**src/rtl/ram_access_ctrl.sv**
```systemverilog
// ram_access_ctrl: sequences read/write/clear-all commands
// onto a single-port RAM with registered port signals.
module ram_access_ctrl #(
  parameter int ADDR_WIDTH = 2,
  parameter int DATA_WIDTH = 4
) (
  input  logic                  clk,
  input  logic                  reset,
  input  logic                  cmd_valid,
  output logic                  cmd_ready,
  input  logic [1:0]            cmd_op,
  input  logic [ADDR_WIDTH-1:0] cmd_addr,
  input  logic [DATA_WIDTH-1:0] cmd_wdata,
  output logic                  rsp_valid,
  input  logic                  rsp_ready,
  output logic [DATA_WIDTH-1:0] rsp_data,
  output logic                  err,
  output logic                  mem_sel,
  output logic [ADDR_WIDTH-1:0] mem_addr,
  output logic [DATA_WIDTH-1:0] mem_din,
  output logic                  mem_clr,
  input  logic [DATA_WIDTH-1:0] mem_dout
);

  typedef enum logic [2:0] {
    IDLE,
    WR,
    RD_ISSUE,
    RD_CAP,
    RSP,
    CLR
  } state_t;

  state_t state, state_nxt;

  logic [ADDR_WIDTH-1:0] cnt, cnt_nxt;
  logic                  sel_nxt;
  logic                  clr_nxt;
  logic [ADDR_WIDTH-1:0] addr_nxt;
  logic [DATA_WIDTH-1:0] din_nxt;
  logic                  rvld_nxt;
  logic [DATA_WIDTH-1:0] rdata_nxt;
  logic                  err_nxt;
  logic                  acc;
  logic                  op_rd, op_wr, op_clr, op_rsv;

  assign cmd_ready = (state == IDLE);
  assign acc       = cmd_valid && cmd_ready;

  assign op_rd  = (cmd_op == 2'b00);
  assign op_wr  = (cmd_op == 2'b01);
  assign op_clr = (cmd_op == 2'b10);
  assign op_rsv = (cmd_op == 2'b11);

  // Next state and next values of every registered output
  always_comb begin
    state_nxt = state;
    cnt_nxt   = cnt;
    sel_nxt   = mem_sel;
    clr_nxt   = mem_clr;
    addr_nxt  = mem_addr;
    din_nxt   = mem_din;
    rvld_nxt  = rsp_valid;
    rdata_nxt = rsp_data;
    err_nxt   = 1'b0;
    unique case (state)
      IDLE: begin
        sel_nxt = 1'b0;
        clr_nxt = 1'b0;
        if (acc) begin
          unique case (1'b1)
            op_rd: begin
              state_nxt = RD_ISSUE;
              addr_nxt  = cmd_addr;
            end
            op_wr: begin
              state_nxt = WR;
              sel_nxt   = 1'b1;
              addr_nxt  = cmd_addr;
              din_nxt   = cmd_wdata;
            end
            op_clr: begin
              state_nxt = CLR;
              clr_nxt   = 1'b1;
              addr_nxt  = '0;
              cnt_nxt   = '0;
            end
            op_rsv: begin
              err_nxt = 1'b1;
            end
          endcase
        end
      end
      WR: begin
        sel_nxt   = 1'b0;
        state_nxt = IDLE;
      end
      RD_ISSUE: begin
        state_nxt = RD_CAP;
      end
      RD_CAP: begin
        rdata_nxt = mem_dout;
        rvld_nxt  = 1'b1;
        state_nxt = RSP;
      end
      RSP: begin
        if (rsp_ready) begin
          rvld_nxt  = 1'b0;
          state_nxt = IDLE;
        end
      end
      CLR: begin
        if (&cnt) begin
          clr_nxt   = 1'b0;
          cnt_nxt   = '0;
          state_nxt = IDLE;
        end else begin
          cnt_nxt  = cnt + ADDR_WIDTH'(1);
          addr_nxt = cnt + ADDR_WIDTH'(1);
        end
      end
      default: begin
        state_nxt = IDLE;
        sel_nxt   = 1'b0;
        clr_nxt   = 1'b0;
        rvld_nxt  = 1'b0;
      end
    endcase
  end

  // State, clear counter and registered outputs
  always_ff @(posedge clk or posedge reset) begin
    if (reset) begin
      state     <= IDLE;
      cnt       <= '0;
      mem_sel   <= 1'b0;
      mem_clr   <= 1'b0;
      mem_addr  <= '0;
      mem_din   <= '0;
      rsp_valid <= 1'b0;
      rsp_data  <= '0;
      err       <= 1'b0;
    end else begin
      state     <= state_nxt;
      cnt       <= cnt_nxt;
      mem_sel   <= sel_nxt;
      mem_clr   <= clr_nxt;
      mem_addr  <= addr_nxt;
      mem_din   <= din_nxt;
      rsp_valid <= rvld_nxt;
      rsp_data  <= rdata_nxt;
      err       <= err_nxt;
    end
  end

endmodule

```
**config.mk**
```make
export PLATFORM = sky130hd
export DESIGN_NAME = ram_access_ctrl
export DESIGN_NICKNAME = d
export VERILOG_FILES = /design/src/rtl/ram_access_ctrl.sv
export SDC_FILE = /design/constraint.sdc
export NUM_CORES = 1
export LEC_CHECK = 0
export ABC_AREA = 0
export CORE_UTILIZATION = 40
export CTS_BUF_LIST = sky130_fd_sc_hd__clkbuf_16
export DETAILED_ROUTE_END_ITERATION = 8
export GPL_ROUTABILITY_DRIVEN = 0
export MAX_ROUTING_LAYER = met4
export PLACE_DENSITY_LB_ADDON = 0.1
export SLEW_MARGIN = 30
export SYNTH_ARGS = -nofsm -noshare
export SYNTH_HDL_FRONTEND = slang
export SYNTH_SLANG_ARGS = --single-unit
```
**constraint.sdc**
```tcl
create_clock -name clk -period 3.15 [get_ports clk]
set_input_delay 0.4725 -clock clk [delete_from_list [all_inputs] [get_ports clk]]
set_output_delay 0.4725 -clock clk [all_outputs]
set_load 0.02 [all_outputs]
```
==> impl_metrics.py, run 1 <==
metrics = {
    "route": {
        "wl_um": 1950,
        "drc_errors": 0,
        "drtPass1Iterations": 4,
        "drtIter0Drc": 3,
        "via_per_inst": 5.15,
        "routedWlPerCell_um": 13.1,
        "num_vias": 767,
        "ant_nets": 0,
    },
    "sta": {
        "fmax_ghz": 0.423,
        "slew_violations": 0,
        "rsz0062_at_grt": "no",
        "tightest_slew_ns": 0.715,
        "finalHoldViolCount": 0,
        "worst_clock_skew_ns": 0.00377,
        "relSlewSlack": 0.523,
        "fin_crit_sh": 0.750,
        "final-setup-viol-count": 0,
        "finalWorstPathRequiredPeriod_ns": 2.36,
        "fin_setup_tns_ns": 0,
    },
    "placement": {
        "dp_hpwl_um": 1440,
        "place_inst": 145,
        "portBuffers": 30,
    },
    "synth": {
        "yosysWarnings": 0,
        "synth_top_area_share": 0.473,
        "synthesis.instances": 92,
        "synth.most_common_cell": "dfrtp_1",
        "synth_fp_nets": 113,
        "synthFlopType": "dfrtp_1",
        "yosys-top-cells-area": "dfrtp_1, ha_1, mux2_4",
        "synth_seq_area_share": 0.473,
        "synth.avg_cell_area_um2": 10.9,
        "synth-edff-count": 0,
        "synthTopCellsByCount": "dfrtp_1, a21oi_1, inv_1, nand2_1",
        "synth_cell_types": 33,
        "synth_area_leader_cell": "dfrtp_1",
        "synth_area_um2": 1010,
        "ys_ff_latch": 19,
        "ys_async_sr_fraction": 1.00,
    },
    "critical_path": {
        "r2r_start": "state[2]$_DFFE_PP0P_",
        "r2r_slack_ns": 1.45,
        "crit_path_end_kind": "output pin",
        "worstPathMaxFanout": 12,
        "crit_chain": "or2_4, nor2_1, clkdlybuf4s50_1",
        "reg2reg_depth": 4,
        "slowest_stage": "clkdlybuf4s50_1",
        "crit_end": "cmd_ready",
        "arrival_ns": 1.89,
        "worstSetupStartpoint": "state[2]$_DFFE_PP0P_",
        "crit_required_ns": 2.68,
        "max_stage_delay_ns": 0.64,
        "rr_endpoint": "state[2]$_DFFE_PP0P_",
        "cp_top_family": "buffers and inverters",
        "critPathKind": "reg2out",
        "start_kind": "register",
        "cp.depth": 3,
        "crit_buf_inv": 1,
    },
    "grt": {
        "antenna_found_initial": 0,
        "grt_pass1_vias": 808,
        "grt_max_degree": 20,
        "grt_util_all_layers": 0.172,
        "grt_first_pass_wirelength_um": 3350,
        "overflow": 0,
    },
    "pwr": {
        "p_leak_nw": 0.653,
        "ir_worst_vdd_uv": 598,
        "total_power_mw": 1.25,
        "power.density_nw_per_um2": 902,
    },
    "cts": {
        "htree_levels": 1,
        "cts_tree": "built",
        "clock_latency_ns": 0.25,
        "cts.hold.buffers_added": 0,
        "cts_buffers": 3,
        "clock_path_buffers": 2,
        "cts_root_buffer": "clkbuf_16",
        "post_cts_buffers": 0,
        "cts_sinks": 19,
        "cts.clk_slew.worst_paths_ns": 0.05,
        "cts_resized": 0,
    },
    "hold_path": {
        "hold_class": "reg2reg",
        "whs_path_depth": 2,
    },
    "final_layout": {
        "post-route-util": 0.605,
        "layout.cells.non_filler": 149,
        "layout-drive-gt1-share": 0.157,
        "nets": 143,
        "diodes": 0,
        "area_delta_synth_final_pct": 38.2,
    },
    "floorplan": {
        "rows": 17,
        "die_h_um": 52.2,
        "fp.dieArea_um2": 2720,
        "start_util": 0.438,
        "fp.dieW_um": 52.2,
        "io_pins": 31,
        "core_area_um2": 2300,
    },
    "run": {
        "drv_cap": 0,
    },
    "outcome": {
        "status": "finished, final reports clean",
    },
}
==> area by class of cell <==
type / instances / area (µm²)
fillers: 213 / 907
flip-flops and latches: 19 / 475
multi-input cells: 60 / 469
repair buffers: 30 / 300
clock buffers: 3 / 75.1
well taps: 28 / 35.0
inverters: 8 / 30.0
clock inverters: 1 / 5.00
==> tightest hold or removal path: stages, from the launching register on <==
cell and delay, ns:
dfrtp_1 0.35, nand2_1 0.05, nand2_1 0.05
==> per-layer routing <==
layer  up-vias  share of wire  GRT usage
met5         -              0          -
met4         0         0.0046     0.0526
met3         2          0.045     0.0468
met2        20           0.49      0.284
met1       370           0.46      0.205
li1        375              -          -
==> power by group <==
group / internal [mW] / total [mW] / switching [mW]
sequential: 0.344 / 0.430 / 0.0861
combinational: 0.307 / 0.569 / 0.262
clock: 0.170 / 0.256 / 0.0858
total: 0.821 / 1.25 / 0.434
==> how the worst min path moves through the flow <==
stage / start / to / slack (ns)
after floorplan: reset / cnt[0]$_DFFE_PP0P_ / 0.42
after global placement: mem_sel$_DFFE_PP0N_ / mem_sel$_DFFE_PP0N_ / 0.47
after detailed placement: mem_sel$_DFFE_PP0N_ / mem_sel$_DFFE_PP0N_ / 0.48
after CTS: mem_sel$_DFFE_PP0N_ / mem_sel$_DFFE_PP0N_ / 0.49
after global routing: mem_sel$_DFFE_PP0N_ / mem_sel$_DFFE_PP0N_ / 0.53
final: mem_sel$_DFFE_PP0N_ / mem_sel$_DFFE_PP0N_ / 0.48
==> placed cells by master, fill, tap and decap left out <==
cell type,netlist,routed
nor3_1,1,1
o22a_2,1,1
xor2_1,1,1
nor4_1,1,1
nand2_4,1,1
nand3_1,1,1
mux2_1,2,2
and3b_2,1,1
and2_1,1,1
inv_1,8,8
clkdlybuf4s50_1,0,30
o21ai_0,4,4
nor2b_1,1,1
o2bb2ai_1,1,1
nor3b_4,1,1
clkbuf_16,0,3
or2_4,1,1
ha_1,5,5
o21ai_1,1,1
or2_2,1,1
a2bb2oi_1,1,1
mux2_4,4,4
or3_1,1,1
nand2_1,7,7
mux2_2,5,5
nor2_1,4,4
dfrtp_1,19,19
a21o_1,2,2
clkinv_2,0,1
a31oi_1,1,1
a21oi_1,9,9
a22o_1,1,1
==> sequential cells by signal (all words and copies together) (netlist names) <==
register and flops:
cnt 2, mem_din 4, state 3, rsp_data 4, mem_sel 1, mem_addr 2, err 1, mem_clr 1
rsp_valid 1
==> cells by family after synthesis <==
family / count (synthesis) / share of synthesized area
AOI/OAI and AO/OA: 21 / 0.127
adders and majority gates: 5 / 0.0622
xor gates and xnor gates: 1 / 0.00871
muxes: 11 / 0.138
buffers and inverters: 13 / 0.0609
DFF: 19 / 0.473
and+or+nand+nor: 22 / 0.131
==> per-stage QoR <==
stage,cell area [µm²],worst slack [ns],hold slack (ns)
after CTS,1390,0.785,0.491
after detailed placement,1310,0.908,0.478
after floorplan,1010,1.57,0.424
after global routing,1390,0.702,0.526
final,1390,0.788,0.484
after global placement,1310,0.983,0.473
(Power assumes the default switching activity.)
==> run 2, diff against run 1 <==
==> constraint.sdc (replaced) <==
create_clock -name clk -period 2.5 [get_ports clk]
set_input_delay 0.375 -clock clk [delete_from_list [all_inputs] [get_ports clk]]
set_output_delay 0.375 -clock clk [all_outputs]
set_load 0.02 [all_outputs]
==> run 2 against run 1 <==
Combinational power rose by 29%. Final cell count rose by 0.67%. Sequential power rose by 24%. Clock skew barely moved. Register-to-register slack got worse by 0.61 ns. Critical path depth did not move. Sequential share of layout area fell by 0.18 points. Highest routed layer unchanged.
==> impl_metrics.py, run 2 (synthesis results as in run 1) <==
metrics = {
    "route": {
        "routedWlPerCell_um": 13.6,
        "via_per_inst": 5.11,
        "ant_nets": 0,
        "drc_errors": 0,
        "drtPass1Iterations": 3,
        "drtIter0Drc": 10,
        "num_vias": 767,
        "wl_um": 2040,
    },
    "final_layout": {
        "final_common_cell": "clkdlybuf4s50_1",
        "fill_cells": 202,
        "area_delta_synth_final_pct": 38.9,
        "layout-drive-gt1-share": 0.164,
        "diodes": 0,
        "final_cell_mix": "clkdlybuf4s50_1, dfrtp_1, a21oi_1",
        "nets": 144,
        "reg.largest.list": "mem_din x4, rsp_data x4, state x3",
    },
    "outcome": {
        "status": "finished, final reports clean",
    },
    "placement": {
        "dpl_worst_slack_ns": 0.362,
        "dp_hpwl_um": 1440,
        "portBuffers": 30,
    },
    "floorplan": {
        "rows": 17,
        "core_area_um2": 2300,
        "die_h_um": 52.2,
        "io_pins": 31,
        "fp.dieArea_um2": 2720,
        "start_util": 0.438,
        "fp.dieW_um": 52.2,
    },
    "pwr": {
        "power.density_nw_per_um2": 1150,
        "clkPwrFrac": 0.209,
        "switchingPower_mw": 0.561,
        "p_int_mw": 1.04,
        "p_leak_nw": 0.658,
        "seqPwrFrac": 0.332,
        "combPwrFrac": 0.459,
        "sw_frac_of_total": 0.350,
        "ir_worst_vdd_uv": 694,
    },
    "grt": {
        "antenna_found_initial": 0,
        "grt_max_degree": 20,
        "grt_pass1_vias": 730,
        "overflow": 0,
        "grt_first_pass_wirelength_um": 3260,
        "grt_util_all_layers": 0.176,
    },
    "sta": {
        "rsz0062_at_grt": "no",
        "fmax_ghz": 0.453,
        "finalHoldViolCount": 0,
        "final-setup-viol-count": 0,
        "fin_hold_ws_ns": 0.483,
        "slew_violations": 0,
        "fin_setup_tns_ns": 0,
        "setup_ws_ns": 0.291,
        "fin_crit_sh": 0.883,
        "worst_clock_skew_ns": 0.00335,
        "finalWorstPathRequiredPeriod_ns": 2.21,
        "tightest_slew_ns": 0.739,
        "relSlewSlack": 0.507,
    },
    "critical_path": {
        "crit_required_ns": 2.12,
        "crit_path_end_kind": "output pin",
        "arrival_ns": 1.83,
        "start_kind": "register",
        "r2r_slack_ns": 0.84,
        "worstPathMaxFanout": 9,
        "critPathKind": "reg2out",
    },
    "cts": {
        "htree_levels": 1,
        "cts_sinks": 19,
        "cts.hold.buffers_added": 0,
        "clock_latency_ns": 0.25,
        "post_cts_buffers": 0,
        "cts.clk_slew.worst_paths_ns": 0.05,
        "clock_path_buffers": 2,
        "cts_root_buffer": "clkbuf_16",
        "cts_resized": 0,
        "cts_buffers": 3,
        "cts_tree": "built",
    },
    "hold_path": {
        "hold_class": "reg2reg",
    },
    "run": {
        "drv_cap": 0,
    },
}
==> run 2: cell count changes in the layout (fill, tap and decap cells not counted) <==
cell   before  now
buf_4       0    1
==> run 2: through the flow <==
step | total power, mW | instances | utilization | cell area (µm²)
2_1_floorplan | 0.978 | 92 | - | 1010
3_3_place_gp | 1.26 | 146 | 0.574 | 1320
3_5_place_dp | 1.27 | 146 | 0.574 | 1320
4_1_cts | 1.62 | 150 | 0.608 | 1400
5_1_grt | 1.69 | 150 | 0.608 | 1400
6_report | 1.60 | 150 | 0.608 | 1400
==> run 2: worst max-delay path: stages (launching register included) <==
cell and delay, ns:
dfrtp_1 0.47, or2_4 0.30, nor2_1 0.16, clkdlybuf4s50_1 0.64
==> run 2: metal layers <==
metal | global-route usage | routed length [µm]
met4 | 0.105 | 35
met3 | 0.0263 | 53
met5 | - | 0
met2 | 0.250 | 950
met1 | 0.237 | 1000
==> run 2: layout make-up <==
cell class                 count  area, µm²  share of cell area
sequential                    19        475               0.340
multi-input combinational     60        469               0.336
timing repair buffer          31        308               0.220
clock buffer                   3       75.1              0.0537
tap                           28       35.0              0.0251
inverter                       8       30.0              0.0215
clock inverter                 1       5.00             0.00358
==> run 2: power groups by stage <==
stage                     registers (mW)  clock network (mW)  logic (mW)
after floorplan                    0.626                   0       0.352
after global placement             0.531                   0       0.728
after detailed placement           0.537                   0       0.734
after CTS                          0.532               0.343       0.741
after global routing               0.549               0.355       0.789
final                              0.532               0.335       0.735
==> run 2: path summary, 6_finish.rpt <==
| path | cells after the start | to | from |
|---|---|---|---|
| setup / recovery | 3 | cmd_ready | state[0]$_DFFE_PP0P_ |
| hold / removal | 2 | mem_sel$_DFFE_PP0N_ | mem_sel$_DFFE_PP0N_ |
| setup reg to reg | 4 | mem_addr[0]$_DFFE_PP0P_ | cnt[0]$_DFFE_PP0P_ |
| hold reg to reg | 2 | mem_sel$_DFFE_PP0N_ | mem_sel$_DFFE_PP0N_ |
| max in group asynchronous | 2 | rsp_data[0]$_DFFE_PP0P_ | reset |
| min in group asynchronous | 2 | cnt[0]$_DFFE_PP0P_ | reset |
==> run 3, diff against run 2 <==
--- a/config.mk
+++ b/config.mk
@@ -9,6 +9,7 @@
 export CORE_UTILIZATION = 40
 export CTS_BUF_LIST = sky130_fd_sc_hd__clkbuf_16
 export DETAILED_ROUTE_END_ITERATION = 8
+export DONT_BUFFER_PORTS = 1
 export GPL_ROUTABILITY_DRIVEN = 0
 export MAX_ROUTING_LAYER = met4
 export PLACE_DENSITY_LB_ADDON = 0.1
==> run 3 against run 2 <==
Flip-flop and latch count unchanged. Clock-buffer cell count unchanged. Sequential share of layout area rose by 9.6 points. Register-to-register slack worse by 0.03 ns. Final cell count shrank 21%. Non-clock buffer count fell by 31. Clock skew down 0.0018 ns. Die area did not move. Critical path depth down 1. Sequential power grew 27%. Via count shrank 18%. Maximum frequency is 21% higher.
==> impl_metrics.py, run 3 (synthesis results as in run 1) <==
metrics = {
    "sta": {
        "finalWorstPathRequiredPeriod_ns": 1.83,
        "final-setup-viol-count": 0,
        "slew_violations": 0,
        "rsz0062_at_grt": "no",
        "finalHoldViolCount": 0,
        "relSlewSlack": 0.516,
        "tightest_slew_ns": 0.725,
        "fin_crit_sh": 0.732,
        "fin_setup_tns_ns": 0,
        "setup_ws_ns": 0.669,
        "worst_clock_skew_ns": 0.00154,
        "fmax_ghz": 0.546,
    },
    "cts": {
        "cts.clk_slew.worst_paths_ns": 0.06,
        "cts_root_buffer": "clkbuf_16",
        "clock_latency_ns": 0.26,
        "post_cts_buffers": 0,
        "cts_tree": "built",
        "cts.hold.buffers_added": 0,
        "cts_resized": 0,
        "clock_path_buffers": 2,
        "cts_sinks": 19,
        "cts_buffers": 3,
        "htree_levels": 1,
    },
    "pwr": {
        "ir_worst_vdd_uv": 560,
        "seqPwrFrac": 0.498,
        "clkPwrFrac": 0.248,
        "sw_frac_of_total": 0.383,
        "power.density_nw_per_um2": 1240,
        "switchingPower_mw": 0.519,
        "p_int_mw": 0.836,
        "combPwrFrac": 0.254,
        "p_leak_nw": 0.538,
    },
    "outcome": {
        "status": "finished, final reports clean",
    },
    "final_layout": {
        "nets": 113,
        "layout-drive-gt1-share": 0.209,
        "diodes": 0,
        "reg.largest.list": "mem_din x4, rsp_data x4, state x3",
        "final_common_cell": "dfrtp_1",
        "area_delta_synth_final_pct": 8.33,
        "final_cell_mix": "dfrtp_1, a21oi_1, inv_1",
    },
    "run": {
        "drv_cap": 0,
    },
    "route": {
        "ant_nets": 0,
        "route.met2.wl_um": 769,
        "drc_errors": 0,
        "num_vias": 631,
        "wl_met3_um": 108,
        "wl_um": 1740,
        "top_layer": "met4",
        "drtPass1Iterations": 3,
        "drtIter0Drc": 3,
        "met1_length_um": 822,
        "via_per_inst": 5.30,
        "routedWlPerCell_um": 14.6,
    },
    "grt": {
        "overflow": 0,
        "grt_first_pass_wirelength_um": 2870,
        "antenna_found_initial": 0,
        "grt_pass1_vias": 644,
        "grt_util_all_layers": 0.161,
        "grt_max_degree": 20,
    },
    "critical_path": {
        "critPathKind": "reg2out",
        "worstPathMaxFanout": 12,
        "crit_required_ns": 2.12,
        "max_stage_delay_ns": 0.49,
        "crit_chain": "or2_4, nor2_1",
        "reg2reg_depth": 4,
        "arrival_ns": 1.46,
        "crit_path_end_kind": "output pin",
        "start_kind": "register",
        "slowest_stage": "dfrtp_1",
    },
    "floorplan": {
        "rows": 17,
        "fp.dieArea_um2": 2720,
        "die_h_um": 52.2,
        "io_pins": 31,
        "core_area_um2": 2300,
        "fp.dieW_um": 52.2,
        "start_util": 0.438,
    },
    "placement": {
        "portBuffers": 0,
        "dp_hpwl_um": 1270,
        "dpl_worst_slack_ns": 0.840,
    },
    "hold_path": {
        "hold_class": "in2async",
    },
}
## run 3: cell type report
class	count	area (µm²)
multi-input combinational	60	469
clock inverter	1	5.00
clock buffer	3	75.1
fill	232	1210
tap	28	35.0
sequential	19	475
inverter	8	30.0
## run 3: metal layers
| metal | track usage | vias up |
|---|---|---|
| met5 | - | - |
| met4 | 0.105 | 0 |
| met3 | 0.0614 | 3 |
| met2 | 0.220 | 20 |
| met1 | 0.196 | 299 |
| li1 | - | 309 |
## run 3: power by group through the flow
stage	clock network [mW]	registers [mW]	logic [mW]
after floorplan	0	0.626	0.352
after global placement	0	0.677	0.343
after detailed placement	0	0.682	0.346
after CTS	0.346	0.679	0.348
after global routing	0.361	0.696	0.390
final	0.336	0.675	0.344
## run 3: critical path: cells and delay by family, from the launching register on
| family | cells | cell delay, ns |
|---|---|---|
| DFF | 1 | 0.49 |
| and+or+nand+nor | 2 | 0.70 |
## run 3: path summary, 6_finish.rpt
kind                                      start                       to  slack [ns]
setup / recovery           state[2]$_DFFE_PP0P_                cmd_ready        0.67
hold / removal                            reset  rsp_data[2]$_DFFE_PP0P_        0.13
hold reg to reg              cnt[0]$_DFFE_PP0P_       cnt[0]$_DFFE_PP0P_        0.50
setup reg to reg           state[2]$_DFFE_PP0P_     state[2]$_DFFE_PP0P_        0.81
max in group asynchronous                 reset       cnt[1]$_DFFE_PP0P_        1.92
min in group clk                   cmd_wdata[3]   mem_din[3]$_DFFE_PP0P_        0.26
## run 3: per-stage QoR
step	instances	utilization	power, mW	area, µm²	hold WS [ns]
6_report	119	0.474	1.36	1090	0.126
4_1_cts	119	0.474	1.37	1090	0.155
2_1_floorplan	92	-	0.978	1010	0.326
3_5_place_dp	115	0.440	1.03	1010	0.437
5_1_grt	119	0.474	1.45	1090	0.194
3_3_place_gp	115	0.440	1.02	1010	0.418
